$ cat config.mk
export PLATFORM = sky130hd
export DESIGN_NAME = watch_ctrl_unit_gen
export DESIGN_NICKNAME = d
export VERILOG_FILES = /design/src/rtl/watch_ctrl_unit_gen.sv
export SDC_FILE = /design/constraint.sdc
export NUM_CORES = 1
export LEC_CHECK = 0
export ABC_AREA = 1
export CORE_AREA = 10 10 95 97
export DETAILED_ROUTE_END_ITERATION = 8
export DIE_AREA = 0 0 105 107
export SYNTH_ARGS = -nofsm -noshare
export SYNTH_HDL_FRONTEND = slang
export SYNTH_SLANG_ARGS = --single-unit
$ cat constraint.sdc
create_clock -name clk -period 1.65 [get_ports clk]
set_input_delay 0.2475 -clock clk [delete_from_list [all_inputs] [get_ports clk]]
set_output_delay 0.2475 -clock clk [all_outputs]
set_load 0.02 [all_outputs]
$ cat src/rtl/watch_ctrl_unit_gen.sv
`default_nettype none
// ============================================================================
// watch_ctrl_unit_gen : watch/stopwatch control FSM with N-field watch edit,
// tick-based auto-repeat, lap freeze and edit inactivity lockout.
// Revision: 1.0
// ============================================================================
module watch_ctrl_unit_gen #(
    parameter int NUM_FIELDS    = 4,
    parameter int FIELD_W       = 3,
    parameter int REPEAT_DELAY  = 5,
    parameter int REPEAT_RATE   = 2,
    parameter int TIMEOUT_TICKS = 50,
    parameter int CNT_W         = 8
) (
    input  logic                  clk,
    input  logic                  reset_n,
    input  logic                  i_tick,
    input  logic                  i_up,
    input  logic                  i_down,
    input  logic                  i_right,
    input  logic                  i_left,
    input  logic                  i_watch_select,
    input  logic                  i_edit,
    output logic                  o_run_stop,
    output logic                  o_clear,
    output logic                  o_lap,
    output logic [NUM_FIELDS-1:0] o_edit_sel,
    output logic                  o_edit_inc,
    output logic                  o_edit_dec,
    output logic                  o_edit_locked
);

    localparam logic [1:0] ST_STOP  = 2'd0;
    localparam logic [1:0] ST_RUN   = 2'd1;
    localparam logic [1:0] ST_CLEAR = 2'd2;

    localparam logic [1:0] SRC_NONE = 2'd0;
    localparam logic [1:0] SRC_UP   = 2'd1;
    localparam logic [1:0] SRC_DOWN = 2'd2;

    localparam logic [FIELD_W-1:0] LAST_FIELD = FIELD_W'(NUM_FIELDS - 1);
    localparam logic [CNT_W-1:0]   REP_FIRST  = CNT_W'(REPEAT_DELAY);
    localparam logic [CNT_W-1:0]   REP_NEXT   = CNT_W'(REPEAT_DELAY + REPEAT_RATE);
    localparam logic [CNT_W-1:0]   TO_LIMIT   = CNT_W'(TIMEOUT_TICKS);

    logic               up_q, down_q, right_q, left_q;
    logic               up_p, down_p, right_p, left_p, any_p;
    logic               act_up, act_down, act_right, act_left;

    logic [1:0]         state, state_next;
    logic               lap_next, run_next, clear_next;

    logic               edit_active;
    logic [FIELD_W-1:0] field_idx;
    logic [1:0]         rep_src, src_now;
    logic [CNT_W-1:0]   rep_cnt, rep_inc;
    logic [CNT_W-1:0]   to_cnt, to_inc;
    logic               rep_hit, timeout_hit;

    always_ff @(posedge clk or negedge reset_n) begin
        if (!reset_n) begin
            up_q    <= 1'b0;
            down_q  <= 1'b0;
            right_q <= 1'b0;
            left_q  <= 1'b0;
        end else begin
            up_q    <= i_up;
            down_q  <= i_down;
            right_q <= i_right;
            left_q  <= i_left;
        end
    end

    assign up_p    = i_up    & ~up_q;
    assign down_p  = i_down  & ~down_q;
    assign right_p = i_right & ~right_q;
    assign left_p  = i_left  & ~left_q;
    assign any_p   = up_p | down_p | right_p | left_p;

    // Only the highest-priority press of a cycle becomes an action.
    assign act_up    = up_p;
    assign act_down  = down_p  & ~up_p;
    assign act_right = right_p & ~up_p & ~down_p;
    assign act_left  = left_p  & ~up_p & ~down_p & ~right_p;

    always_ff @(posedge clk or negedge reset_n) begin
        if (!reset_n) begin
            state      <= ST_STOP;
            o_lap      <= 1'b0;
            o_run_stop <= 1'b0;
            o_clear    <= 1'b0;
        end else begin
            state      <= state_next;
            o_lap      <= lap_next;
            o_run_stop <= run_next;
            o_clear    <= clear_next;
        end
    end

    always_comb begin
        state_next = state;
        lap_next   = o_lap;
        case (state)
            ST_STOP: begin
                if (i_watch_select) begin
                    if (act_right)     state_next = ST_RUN;
                    else if (act_left) state_next = ST_CLEAR;
                end
            end
            ST_RUN: begin
                if (i_watch_select) begin
                    if (act_right) begin
                        state_next = ST_STOP;
                        lap_next   = 1'b0;
                    end else if (act_left) begin
                        lap_next   = ~o_lap;
                    end
                end
            end
            ST_CLEAR: state_next = ST_STOP;
            default:  state_next = ST_STOP;
        endcase
    end

    always_comb begin
        run_next   = (state_next == ST_RUN);
        clear_next = (state_next == ST_CLEAR);
    end

    assign edit_active = i_edit & ~i_watch_select & ~o_edit_locked;
    assign src_now     = i_up ? SRC_UP : (i_down ? SRC_DOWN : SRC_NONE);
    assign rep_inc     = rep_cnt + 1'b1;
    assign to_inc      = to_cnt + 1'b1;
    // A repeat pulse fires at the first delay, then each time the rate elapses.
    assign rep_hit     = (rep_inc == REP_FIRST) || (rep_inc == REP_NEXT);
    assign timeout_hit = edit_active & ~any_p & i_tick & (to_inc == TO_LIMIT);

    always_ff @(posedge clk or negedge reset_n) begin
        if (!reset_n) begin
            rep_src    <= SRC_NONE;
            rep_cnt    <= '0;
            o_edit_inc <= 1'b0;
            o_edit_dec <= 1'b0;
        end else begin
            o_edit_inc <= 1'b0;
            o_edit_dec <= 1'b0;
            if (!edit_active) begin
                rep_src <= SRC_NONE;
                rep_cnt <= '0;
            end else begin
                rep_src <= src_now;
                if (act_up || act_down) begin
                    rep_cnt    <= '0;
                    o_edit_inc <= act_up;
                    o_edit_dec <= act_down;
                end else if ((src_now != rep_src) || (src_now == SRC_NONE)) begin
                    rep_cnt <= '0;
                end else if (i_tick) begin
                    if (rep_hit) begin
                        rep_cnt    <= REP_FIRST;
                        o_edit_inc <= (src_now == SRC_UP);
                        o_edit_dec <= (src_now == SRC_DOWN);
                    end else begin
                        rep_cnt <= rep_inc;
                    end
                end
            end
        end
    end

    always_ff @(posedge clk or negedge reset_n) begin
        if (!reset_n) begin
            to_cnt        <= '0;
            o_edit_locked <= 1'b0;
            field_idx     <= '0;
        end else begin
            if (!edit_active || any_p || timeout_hit) begin
                to_cnt <= '0;
            end else if (i_tick) begin
                to_cnt <= to_inc;
            end

            if (o_edit_locked) begin
                if (!i_edit) o_edit_locked <= 1'b0;
            end else if (timeout_hit) begin
                o_edit_locked <= 1'b1;
            end

            if (timeout_hit) begin
                field_idx <= '0;
            end else if (edit_active && act_left) begin
                field_idx <= (field_idx == LAST_FIELD) ? '0 : field_idx + 1'b1;
            end else if (edit_active && act_right) begin
                field_idx <= (field_idx == '0) ? LAST_FIELD : field_idx - 1'b1;
            end
        end
    end

    for (genvar g = 0; g < NUM_FIELDS; g++) begin : g_sel
        assign o_edit_sel[g] = edit_active & (field_idx == FIELD_W'(g));
    end

endmodule
`default_nettype wire
**Yosys cells after proc, flatten, opt, wreduce, memory -nomap -nowiden**

Index checks and enable logic that the tools add are counted.

- Flip-flop bits (word level): 33
- Input port bits: 9
- Output and inout bits: 10
- Logic and storage cells: 116

- Add/sub/neg operators: 4
- Equality and inequality tests: 13
- Muxes and demuxes: 36
- Bitwise logic cells: 33
- Reduce and logical (&&, ||, !) cells: 15

Operators by type and width:

| cell | count |
|---|---|
| two-way mux 8 bit | 7 |
| bitwise AND 1 bit | 19 |
| adder 8 x 1 -> 8 bit (second input constant) | 2 |
| == test 8 x 3 -> 1 bit (second input constant) | 2 |
| two-way mux 2 bit | 8 |
| two-way mux 1 bit | 15 |
| two-way mux 3 bit | 5 |
| inverter 1 bit | 11 |
| == test 8 x 6 -> 1 bit (second input constant) | 1 |
| == test 2 x 1 -> 1 bit (second input constant) | 3 |
| == test 3 x 2 -> 1 bit (second input constant) | 2 |
| logical OR 1 bit | 5 |
| == test 2 bit (second input constant) | 2 |
| logical NOT 2 bit | 2 |
| != test 4 x 2 -> 1 bit (second input constant) | 1 |
| one-hot mux 2 bit (2 select lines) | 1 |
| nonzero test 2 bit | 2 |
| adder 3 x 1 -> 3 bit (second input constant) | 1 |
| == test 3 x 1 -> 1 bit (second input constant) | 1 |
| logical NOT 3 bit | 1 |
| OR 1 bit | 3 |
| AND reduction 3 bit | 1 |
| nonzero test 3 bit | 1 |
| subtractor 3 x 1 -> 3 bit (second input constant) | 1 |
| 3 further kinds | 4 |

**Depth between registers and ports, before layout**

Gate-level depths: netlist of the first run.

- Word-level depth: 11
- Gate-level depth with buffers: 12
- Gate-level depth less buffers: 11

**Worst setup path before layout of the first run**

OpenSTA, ideal clock, no wires.

- Path kind: flip-flop to flip-flop
- From: register to_cnt[0]
- To: register to_cnt[2]
- Setup time: 0.121 ns
- Arrival time: 1.429 ns
- Data required time: 1.529 ns
- Setup slack: 0.100 ns
- Cell stages (with the launch flop): 9
- Path buffers: 1
- Period minus slack after synthesis: 1.550 ns
- Cell sequence: dfrtp_1 -> ha_1 -> clkbuf_2 -> xnor2_1 -> nand3_1 -> nor2_1 -> nand4_2 -> nand2_2 -> nor2_1

- Longest elaborated chain between the ends: 5
- Elaborated cells on any way between the ends: 7
- Those cells by class: 1 x add/sub; 1 x eq/ne; 2 x mux; 1 x bitwise; 2 x reduce/logical

RTL lines:

| item | RTL line | source |
|---|---|---|
| start: declaration | 57 | `logic [CNT_W-1:0] to_cnt, to_inc;` |
| start signal: assignment | 180 | `to_cnt <= to_inc;` |
| adder 8 x 1 -> 8 bit * | 133 | `assign to_inc = to_cnt + 1'b1;` |
| == test 8 x 6 -> 1 bit | 136 | `assign timeout_hit = edit_active & ~any_p & i_tick & (to_inc == TO_LIMIT);` |
| bitwise AND 1 bit | 136 |  |
| logical OR 1 bit | 177 | `if (!edit_active \|\| any_p \|\| timeout_hit) begin` |
| two-way mux 8 bit or nonzero test 2 bit (tied branches) | n/a |  |

Every way passes the cells marked *; elsewhere a longest branch is shown, timed or not. The select of a mux whose other input is x is not followed.
A chain may end at the register's enable or synchronous reset.

**Worst setup path in the final report of the first run**

- From: register field_idx[1]
- To: output o_edit_sel[0]

- Longest elaborated chain between the ends: 2

RTL lines:

| item | RTL line | source |
|---|---|---|
| start: declaration | 54 | `logic [FIELD_W-1:0] field_idx;` |
| start signal: assignment | 192 | `field_idx <= (field_idx == LAST_FIELD) ? '0 : field_idx + 1'b1;` |
| start signal: assignment | 194 | `field_idx <= (field_idx == '0) ? LAST_FIELD : field_idx - 1'b1;` |
| logical NOT 3 bit | 200 | `assign o_edit_sel[g] = edit_active & (field_idx == FIELD_W'(g));` |
| bitwise AND 1 bit | 200 |  |
| end: declaration | 27 | `output logic [NUM_FIELDS-1:0] o_edit_sel,` |

Every way passes these cells.

==> flow_metrics.tcl, run 1 <==
set metrics [dict create \
    num_io_pins 19 \
    hold_buffers 0 \
    drc 0 \
    synth-seq-area-share 0.3905 \
    portBuffers 18 \
    hold_viol_final 0 \
    htreeDepth 2 \
    synth_warnings 0 \
    setup_slack_ns 0.09977 \
    synth_area_leader_cell "dfrtp_1" \
    wl_per_cell_um 10.34 \
    p_leak_nw 1.394 \
    maxSlewViolCount 0 \
    crit_type "reg -> out" \
    area_growth_syn_to_layout_pct 32.31 \
    worstHoldPathType "in -> reg" \
    initial_core_util 0.2963 \
    synth_nets 305 \
    dpl.hpwl_um 3542 \
    power_density_mw_per_mm2 804.6 \
    maxCapViolCount 0 \
    vdd_drop_max_uv 256.0 \
    fp.dieW_um 105 \
    cts_buffer_depth 2 \
    vias 1877 \
    max_freq_mhz 645.1 \
    ys.flop_type "dfrtp_1" \
    whs_ns 0.2157 \
    avgViaCountPerCell 4.256 \
    grt_max_degree 34 \
    ys_async_sr_fraction 1.000 \
    ys_types 29 \
    fp.coreArea_mm2 0.007137 \
    finClkSkew_ns 0.002077 \
    regArea_um2 829.5 \
    drt_iter0_markers 70 \
    fin_nets 360 \
    synthTopCellsByCount "87 x nand2_1, 40 x inv_1, 33 x dfrtp_1" \
    grt_pass1_vias 1821 \
    cts_made_buffers 5 \
    diodes 0 \
    layout-drive-gt1-share 0.2632 \
    synthTopCellsByArea "dfrtp_1 39%, nand2_1 15%, inv_1 7.1%" \
    antenna_found_initial 0 \
    first_pass_iters 5 \
    ys_ff_latch 33 \
    die_h_um 107 \
    setup_viol 0 \
    grt_overflow_total 0 \
    track_usage 0.08572 \
    status "complete, no violations" \
    routed_wl_um 4562 \
    finalCritPeriodShare 0.9395 \
    synth_area_mm2 0.002115 \
    worst_setup_path_start_kind "flop" \
    dieArea_mm2 0.01124 \
    synth.most_common_cell "nand2_1" \
    grt_pass1_wl_um 8086 \
    multi_input_area_mm2 0.001127 \
    pre_cts_slack_ns -0.3098 \
    fillers 763 \
    detail-route-antenna-nets 0 \
    synth_edf_count 0 \
    num_rows 31 \
    cts_tree "done" \
    crit_required_ns 1.40 \
    worst_skew_pair.late_latency_ns 0.29 \
    cts.clk_slew.worst_paths_ns 0.07 \
    relSlewSlack 0.7134 \
    p_total_mw 2.251 \
    fin_crit_ns 1.550 \
    synth_top_area_frac 0.3905 \
    crit_arrival_ns 1.30 \
    postSynthAreaPerCell_um2 7.393 \
    end_kind "output pin" \
    place_congestion 0.8183 \
    worstMarginPinSlew_ns 0.4299 \
    synth_cells 286 \
    cts.sinks 33 \
    cp_max_fo 4 \
    cts_root_buffer "clkbuf_8" \
]
[cells by family (layout without fill, tap and decap cells)]
family	Yosys count	in the layout	synth area share
AOI/OAI and AO/OA	20	20	0.05325
adders and majority gates	10	10	0.05917
buffers and inverters	50	106	0.09762
xor gates and xnor gates	7	7	0.02899
and+or+nand+nor	166	166	0.3704
DFF	33	33	0.3905
[where the power goes]
part	internal (mW)	total, mW	switching, mW
Clock	0.291	0.604	0.314
Combinational	0.339	0.708	0.369
Sequential	0.884	0.939	0.0551
Total	1.51	2.25	0.738
[area by class of cell]
type | instances | share of cell area
clock buffer | 5 | 0.02460
clock inverter | 3 | 0.006261
inverter | 44 | 0.05903
multi-input combinational | 203 | 0.4030
sequential | 33 | 0.2965
tap | 99 | 0.04428
timing repair buffer | 54 | 0.1664
[final timing paths]
kind / end / cells after the start / slack [ns] / startpoint
worst max-delay path: o_edit_sel[0] / 5 / 0.1 / field_idx[1]
min in group asynchronous: rep_cnt[4] / 2 / 0.36 / reset_n
max in group asynchronous: to_cnt[2] / 2 / 0.94 / reset_n
worst min-delay path: o_edit_locked / 3 / 0.22 / i_edit
worst max register to register: field_idx[2] / 9 / 0.1 / o_edit_locked
worst min register to register: rep_cnt[7] / 2 / 0.51 / rep_cnt[7]
[critical path, cell delays in order, from the launching register on]
cell     delay (ns)
dfrtp_2        0.44
inv_1          0.11
ha_1           0.15
nand2_1        0.06
nor2_1         0.09
buf_2          0.17
[flip-flops by register name (all words and copies together), names as in the netlist]
signal / cells
to_cnt: 8
o_run_stop: 1
o_lap: 1
o_edit_locked: 1
down_q: 1
rep_cnt: 8
right_q: 1
o_edit_inc: 1
up_q: 1
o_edit_dec: 1
o_clear: 1
rep_src: 2
left_q: 1
state: 2
field_idx: 3
[metrics by stage]
stage / instance area, um^2 / util / TNS [ns] / std cells
2_1_floorplan: 2115 / - / 0 / 286
3_3_place_gp: 2638 / 0.3696 / -3.302 / 430
3_5_place_dp: 2638 / 0.3696 / -3.788 / 430
4_1_cts: 2710 / 0.3797 / 0 / 438
5_1_grt: 2798 / 0.3920 / -0.03399 / 441
6_report: 2798 / 0.3920 / 0 / 441
[what timing repair did]
item,CTS,global route
endpoints found under the setup margin,10,15
pin swaps,1,6
setup buffers,0,3
resized for setup,16,17
[routing by layer]
metal | wire, um | global-route usage
met5 | 0 | 0
met4 | 57 | 0.02941
met3 | 176 | 0.02335
met2 | 2195 | 0.1480
met1 | 2133 | 0.1004
[placed cells by master (no fill, tap or decap), types with 3 or more instances in the layout]
master,synthesis,routed
nor2_2,10,10
ha_1,10,8
nor2_1,27,27
xor2_1,4,4
o21ai_1,5,5
clkdlybuf4s50_1,0,13
buf_4,2,33
dfrtp_2,0,3
buf_2,2,4
nand3_2,4,5
clkbuf_8,0,5
o21ai_0,7,7
nand4_1,5,5
inv_1,40,38
nand2_2,6,7
a21oi_1,5,5
nand2_1,87,85
inv_2,4,6
nand3_1,19,18
dfrtp_1,33,30
(Power assumes the default switching activity.)
==> run 2, diff against run 1 <==
==> constraint.sdc (replaced) <==
create_clock -name clk -period 1.3 [get_ports clk]
set_input_delay 0.195 -clock clk [delete_from_list [all_inputs] [get_ports clk]]
set_output_delay 0.195 -clock clk [all_outputs]
set_load 0.05 [all_outputs]
==> flow_metrics.tcl, run 2 (synthesis gave the netlist of run 1 again) <==
set metrics [dict create \
    antenna_found_initial 0 \
    regArea_um2 830.8 \
    rsz0062_at_grt "true" \
    diodes 0 \
    finClkSkew_ns 0.006621 \
    violations "setup timing" \
    grt_pass1_vias 2004 \
    drt_iter0_markers 94 \
    avgViaCountPerCell 4.374 \
    maxCapViolCount 0 \
    cts.clk_slew.worst_paths_ns 0.07 \
    track_usage 0.09154 \
    relSlewSlack 0.7925 \
    path_delay_family "simple AND/OR/NAND/NOR gates" \
    hold_viol_final 0 \
    htreeDepth 2 \
    cts_buffer_depth 2 \
    layout_commonest_cell "nand2_1" \
    setup_viol 25 \
    fillers 676 \
    vdd_drop_max_uv 356.4 \
    fin_util 0.4835 \
    area_growth_syn_to_layout_pct 63.20 \
    dieArea_mm2 0.01124 \
    cts_tree "done" \
    crit_required_ns 1.48 \
    first_pass_iters 6 \
    place_congestion 0.7950 \
    crit_arrival_ns 1.71 \
    path_buf_inv 1 \
    multi_input_area_mm2 0.001445 \
    grt_overflow_total 0 \
    p_leak_nw 1.602 \
    critical-path-max-stage-delay_ns 0.49 \
    num_rows 31 \
    fp.coreArea_mm2 0.007137 \
    worstHoldPathType "in -> reg" \
    max_freq_mhz 655.2 \
    die_h_um 107 \
    fin_nets 384 \
    worstMarginPinSlew_ns 0.3103 \
    dpl.hpwl_um 3611 \
    cts_made_buffers 5 \
    grt_max_degree 34 \
    routed_wl_um 5274 \
    num_io_pins 19 \
    detail-route-antenna-nets 0 \
    portBuffers 18 \
    drc 0 \
    fp.dieW_um 105 \
    top_regs "rep_cnt (8), to_cnt (8), field_idx (3)" \
    cpMaxStageDelayCell "dfrtp_2" \
    maxSlewViolCount 0 \
    crit_type "reg -> reg" \
    wl_per_cell_um 11.34 \
    p_total_mw 3.457 \
    layout-drive-gt1-share 0.4699 \
    crit_chain "buf_6 -> xnor2_2 -> nand3_1 -> nor2_2 -> nand4_2 -> nand2_4 -> nor2_1" \
    fin_crit_ns 1.526 \
    vias 2034 \
    cp_max_fo 6 \
    worst_setup_path_start_kind "flop" \
    cts.sinks 33 \
    grt_pass1_wl_um 8694 \
    setup_slack_ns -0.2262 \
    layout_common_cells "71 x nand2_1, 45 x buf_4, 31 x inv_1, 29 x dfrtp_1" \
    finalCritPeriodShare 1.174 \
    status "finished with violations" \
    whs_ns 0.2343 \
    worst_skew_pair.late_latency_ns 0.29 \
    power_density_mw_per_mm2 1002 \
    cts_root_buffer "clkbuf_8" \
    end_kind "flop" \
    initial_core_util 0.2963 \
]
==> run 2: through the flow <==
step / TNS, ns / setup slack, ns / cells / instance area (um^2)
global route: -5.923 / -0.3057 / 465 / 3451
CTS: -3.566 / -0.2044 / 460 / 3211
detailed placement: -10.31 / -0.4223 / 443 / 2884
finish: -3.763 / -0.2262 / 465 / 3451
global placement: -9.847 / -0.3866 / 443 / 2884
floorplan: -2.598 / -0.2129 / 286 / 2172
==> run 2: worst register-to-register path, stage by stage, from the launching register on <==
cell and delay, ns:
dfrtp_2 0.49, buf_6 0.15, xnor2_2 0.16, nand3_1 0.10
nor2_2 0.14, nand4_2 0.17, nand2_4 0.15, nor2_1 0.06
==> run 2: worst paths after layout <==
path | start | to | slack (ns) | cells past startpoint
max in group asynchronous | reset_n | to_cnt[4] | 0.84 | 2
min in group asynchronous | reset_n | rep_cnt[2] | 0.27 | 2
hold / removal | i_down | down_q | 0.23 | 1
setup / recovery | to_cnt[2] | to_cnt[2] | -0.23 | 7
hold reg to reg | rep_cnt[7] | rep_cnt[7] | 0.51 | 2
setup reg to reg | to_cnt[2] | to_cnt[2] | -0.23 | 7
==> run 2: area by class of cell <==
type,count,area share
clock buffers,6,0.02103
clock inverters,2,0.002901
inverters,44,0.05004
multi-input cells,203,0.4188
flip-flops and latches,33,0.2408
well taps,99,0.03590
repair buffers,78,0.2306
==> run 2: layer usage <==
metal | vias to the layer above | routed length, um | track usage
met3 | 7 | 173 | 0.02515
met4 | 0 | 80 | 0.03431
li1 | 1038 | - | -
met5 | - | 0 | 0
met2 | 34 | 2711 | 0.1552
met1 | 955 | 2309 | 0.1083
==> run 2: power breakdown <==
part | internal (mW) | switching, mW | total [mW]
logic | 0.710 | 0.777 | 1.49
clock network | 0.371 | 0.407 | 0.779
registers | 1.12 | 0.0722 | 1.19
total | 2.20 | 1.26 | 3.46
==> run 2: what timing repair did <==
| action | CTS | global route |
|---|---|---|
| hold buffers | 0 | 0 |
| gates resized for setup | 50 | 51 |
| buffers inserted | 9 | 5 |
| pin swaps | 29 | 16 |
| endpoints found under the setup margin | 29 | 30 |
| gates cloned | 0 | 0 |
==> run 3, diff against run 2 <==
--- a/config.mk
+++ b/config.mk
@@ -7,7 +7,7 @@
 export LEC_CHECK = 0
 export ABC_AREA = 1
-export CORE_AREA = 10 10 95 97
+export CORE_AREA = 2 2 87 89
 export DETAILED_ROUTE_END_ITERATION = 8
-export DIE_AREA = 0 0 105 107
+export DIE_AREA = 0 0 89 91
 export SYNTH_ARGS = -nofsm -noshare
 export SYNTH_HDL_FRONTEND = slang
==> constraint.sdc (replaced) <==
create_clock -name clk -period 1.3 [get_ports clk]
set_input_delay 0.13 -clock clk [delete_from_list [all_inputs] [get_ports clk]]
set_output_delay 0.13 -clock clk [all_outputs]
set_load 0.05 [all_outputs]
==> flow_metrics.tcl, run 3 (synthesis gave the netlist of run 1 again) <==
set metrics [dict create \
    wl_met1_um 2168 \
    die_h_um 91 \
    setup_viol 25 \
    first_pass_iters 4 \
    fp.coreArea_mm2 0.007137 \
    status "finished with violations" \
    fp.dieW_um 89 \
    stdcell_area_mm2 0.003388 \
    worst_setup_path_start_kind "flop" \
    whs_ns 0.2008 \
    rsz0062_at_grt "true" \
    cts_tree "done" \
    antenna_found_initial 0 \
    cts_buffer_depth 2 \
    fillers 686 \
    diodes 0 \
    relSlewSlack 0.8308 \
    setup_slack_ns -0.2427 \
    max_freq_mhz 648.2 \
    path_buf_inv 3 \
    crit_type "reg -> out" \
    worstHoldPathType "in -> async" \
    violations "setup timing" \
    portBuffers 18 \
    wl_per_cell_um 11.09 \
    end_kind "output pin" \
    drc 0 \
    worst_skew_pair.late_latency_ns 0.29 \
    maxSlewViolCount 0 \
    wl_met2_um 2744 \
    fin_crit_ns 1.543 \
    dp.cells 446 \
    finalCritPeriodShare 1.187 \
    cts.clk_slew.worst_paths_ns 0.07 \
    placed_area_mm2 0.002907 \
    initial_core_util 0.2963 \
    place_congestion 0.8128 \
    worstMarginPinSlew_ns 0.2529 \
    top_regs "rep_cnt (8), to_cnt (8), field_idx (3)" \
    dpl.hpwl_um 3627 \
    cts_root_buffer "clkbuf_8" \
    dieArea_mm2 0.008099 \
    fin_nets 379 \
    grt_overflow_total 0 \
    wl_met3_um 128 \
    layout-drive-gt1-share 0.4349 \
    top_layer "met4" \
    htreeDepth 2 \
    crit_required_ns 1.17 \
    power_density_mw_per_mm2 1007 \
    cts.sinks 33 \
    hold_viol_final 0 \
    crit_chain "nor2_4 -> nand2_2 -> buf_6 -> buf_8 -> nor2_4 -> buf_12" \
    finClkSkew_ns 0.005042 \
    routed_wl_um 5100 \
    drt_iter0_markers 48 \
    path_common_cell "nor2_4" \
    num_rows 31 \
    track_usage 0.1339 \
    vdd_drop_max_uv 405.8 \
    crit_arrival_ns 1.41 \
    fin_cells 460 \
    num_io_pins 19 \
    cp_max_fo 4 \
    path_delay_family "flip-flops" \
    p_leak_nw 1.549 \
    detail-route-antenna-nets 0 \
    maxCapViolCount 0 \
    layout_commonest_cell "nand2_1" \
    area_growth_syn_to_layout_pct 60.24 \
    grt_max_degree 34 \
    layout_common_cells "74 x nand2_1, 43 x buf_4, 33 x inv_1, 29 x dfrtp_1, 19 x nor2_1" \
    cts_made_buffers 5 \
    grt_pass1_wl_um 8604 \
    vias 1995 \
    critical-path-max-stage-delay_ns 0.42 \
    cpMaxStageDelayCell "dfrtp_2" \
    avgViaCountPerCell 4.337 \
    grt_pass1_vias 1996 \
]
==> run 3: final timing paths <==
kind                                from            end  slack [ns]  cells past startpoint
max                        o_edit_locked  o_edit_sel[0]       -0.24                      6
min                              reset_n     rep_cnt[5]        0.20                      2
max reg2reg                   rep_cnt[0]     rep_cnt[0]       -0.21                      9
min reg2reg                   rep_cnt[7]     rep_cnt[7]        0.50                      2
max in group asynchronous        reset_n  o_edit_locked        0.91                      2
min in group clk                  i_left         left_q        0.31                      1
==> run 3: what timing repair did <==
action | 4_1_cts | 5_1_grt
gates cloned | 0 | 0
pin swaps | 17 | 22
hold buffers | 0 | 0
resized for setup | 32 | 46
setup buffers | 5 | 2
setup endpoints to repair | 24 | 30
==> run 3: power breakdown <==
group | internal, mW | switching, mW | leakage (nW) | total (mW)
clock | 0.625 | 0.386 | 0.0585 | 1.01
combinational | 0.550 | 0.665 | 1.06 | 1.21
sequential | 1.12 | 0.0653 | 0.433 | 1.18
==> run 3: per-stage QoR <==
stage	power [mW]	setup WS, ns	util	TNS (ns)
after floorplan	1.831	-0.2129	-	-2.338
after global placement	2.327	-0.2996	0.4073	-7.164
after detailed placement	2.345	-0.3359	0.4073	-7.983
after CTS	3.428	-0.2159	0.4472	-3.411
after global routing	3.629	-0.3183	0.4748	-6.689
final	3.411	-0.2427	0.4748	-4.487
==> run 3: metal layers <==
layer | GRT usage | up-vias
li1 | - | 1036
met1 | 0.1580 | 935
met2 | 0.2369 | 17
met3 | 0.03273 | 7
met4 | 0.03731 | 0
met5 | 0 | -
==> run 3: layout make-up <==
cell class / instances / area, um^2 / area share
Multi-Input combinational cell: 203 / 1394 / 0.4114
Timing Repair Buffer: 73 / 750.7 / 0.2216
Clock inverter: 1 / 30.03 / 0.008863
Tap cell: 99 / 123.9 / 0.03656
Inverter: 44 / 172.7 / 0.05096
Sequential cell: 33 / 830.8 / 0.2452
Clock buffer: 7 / 86.33 / 0.02548
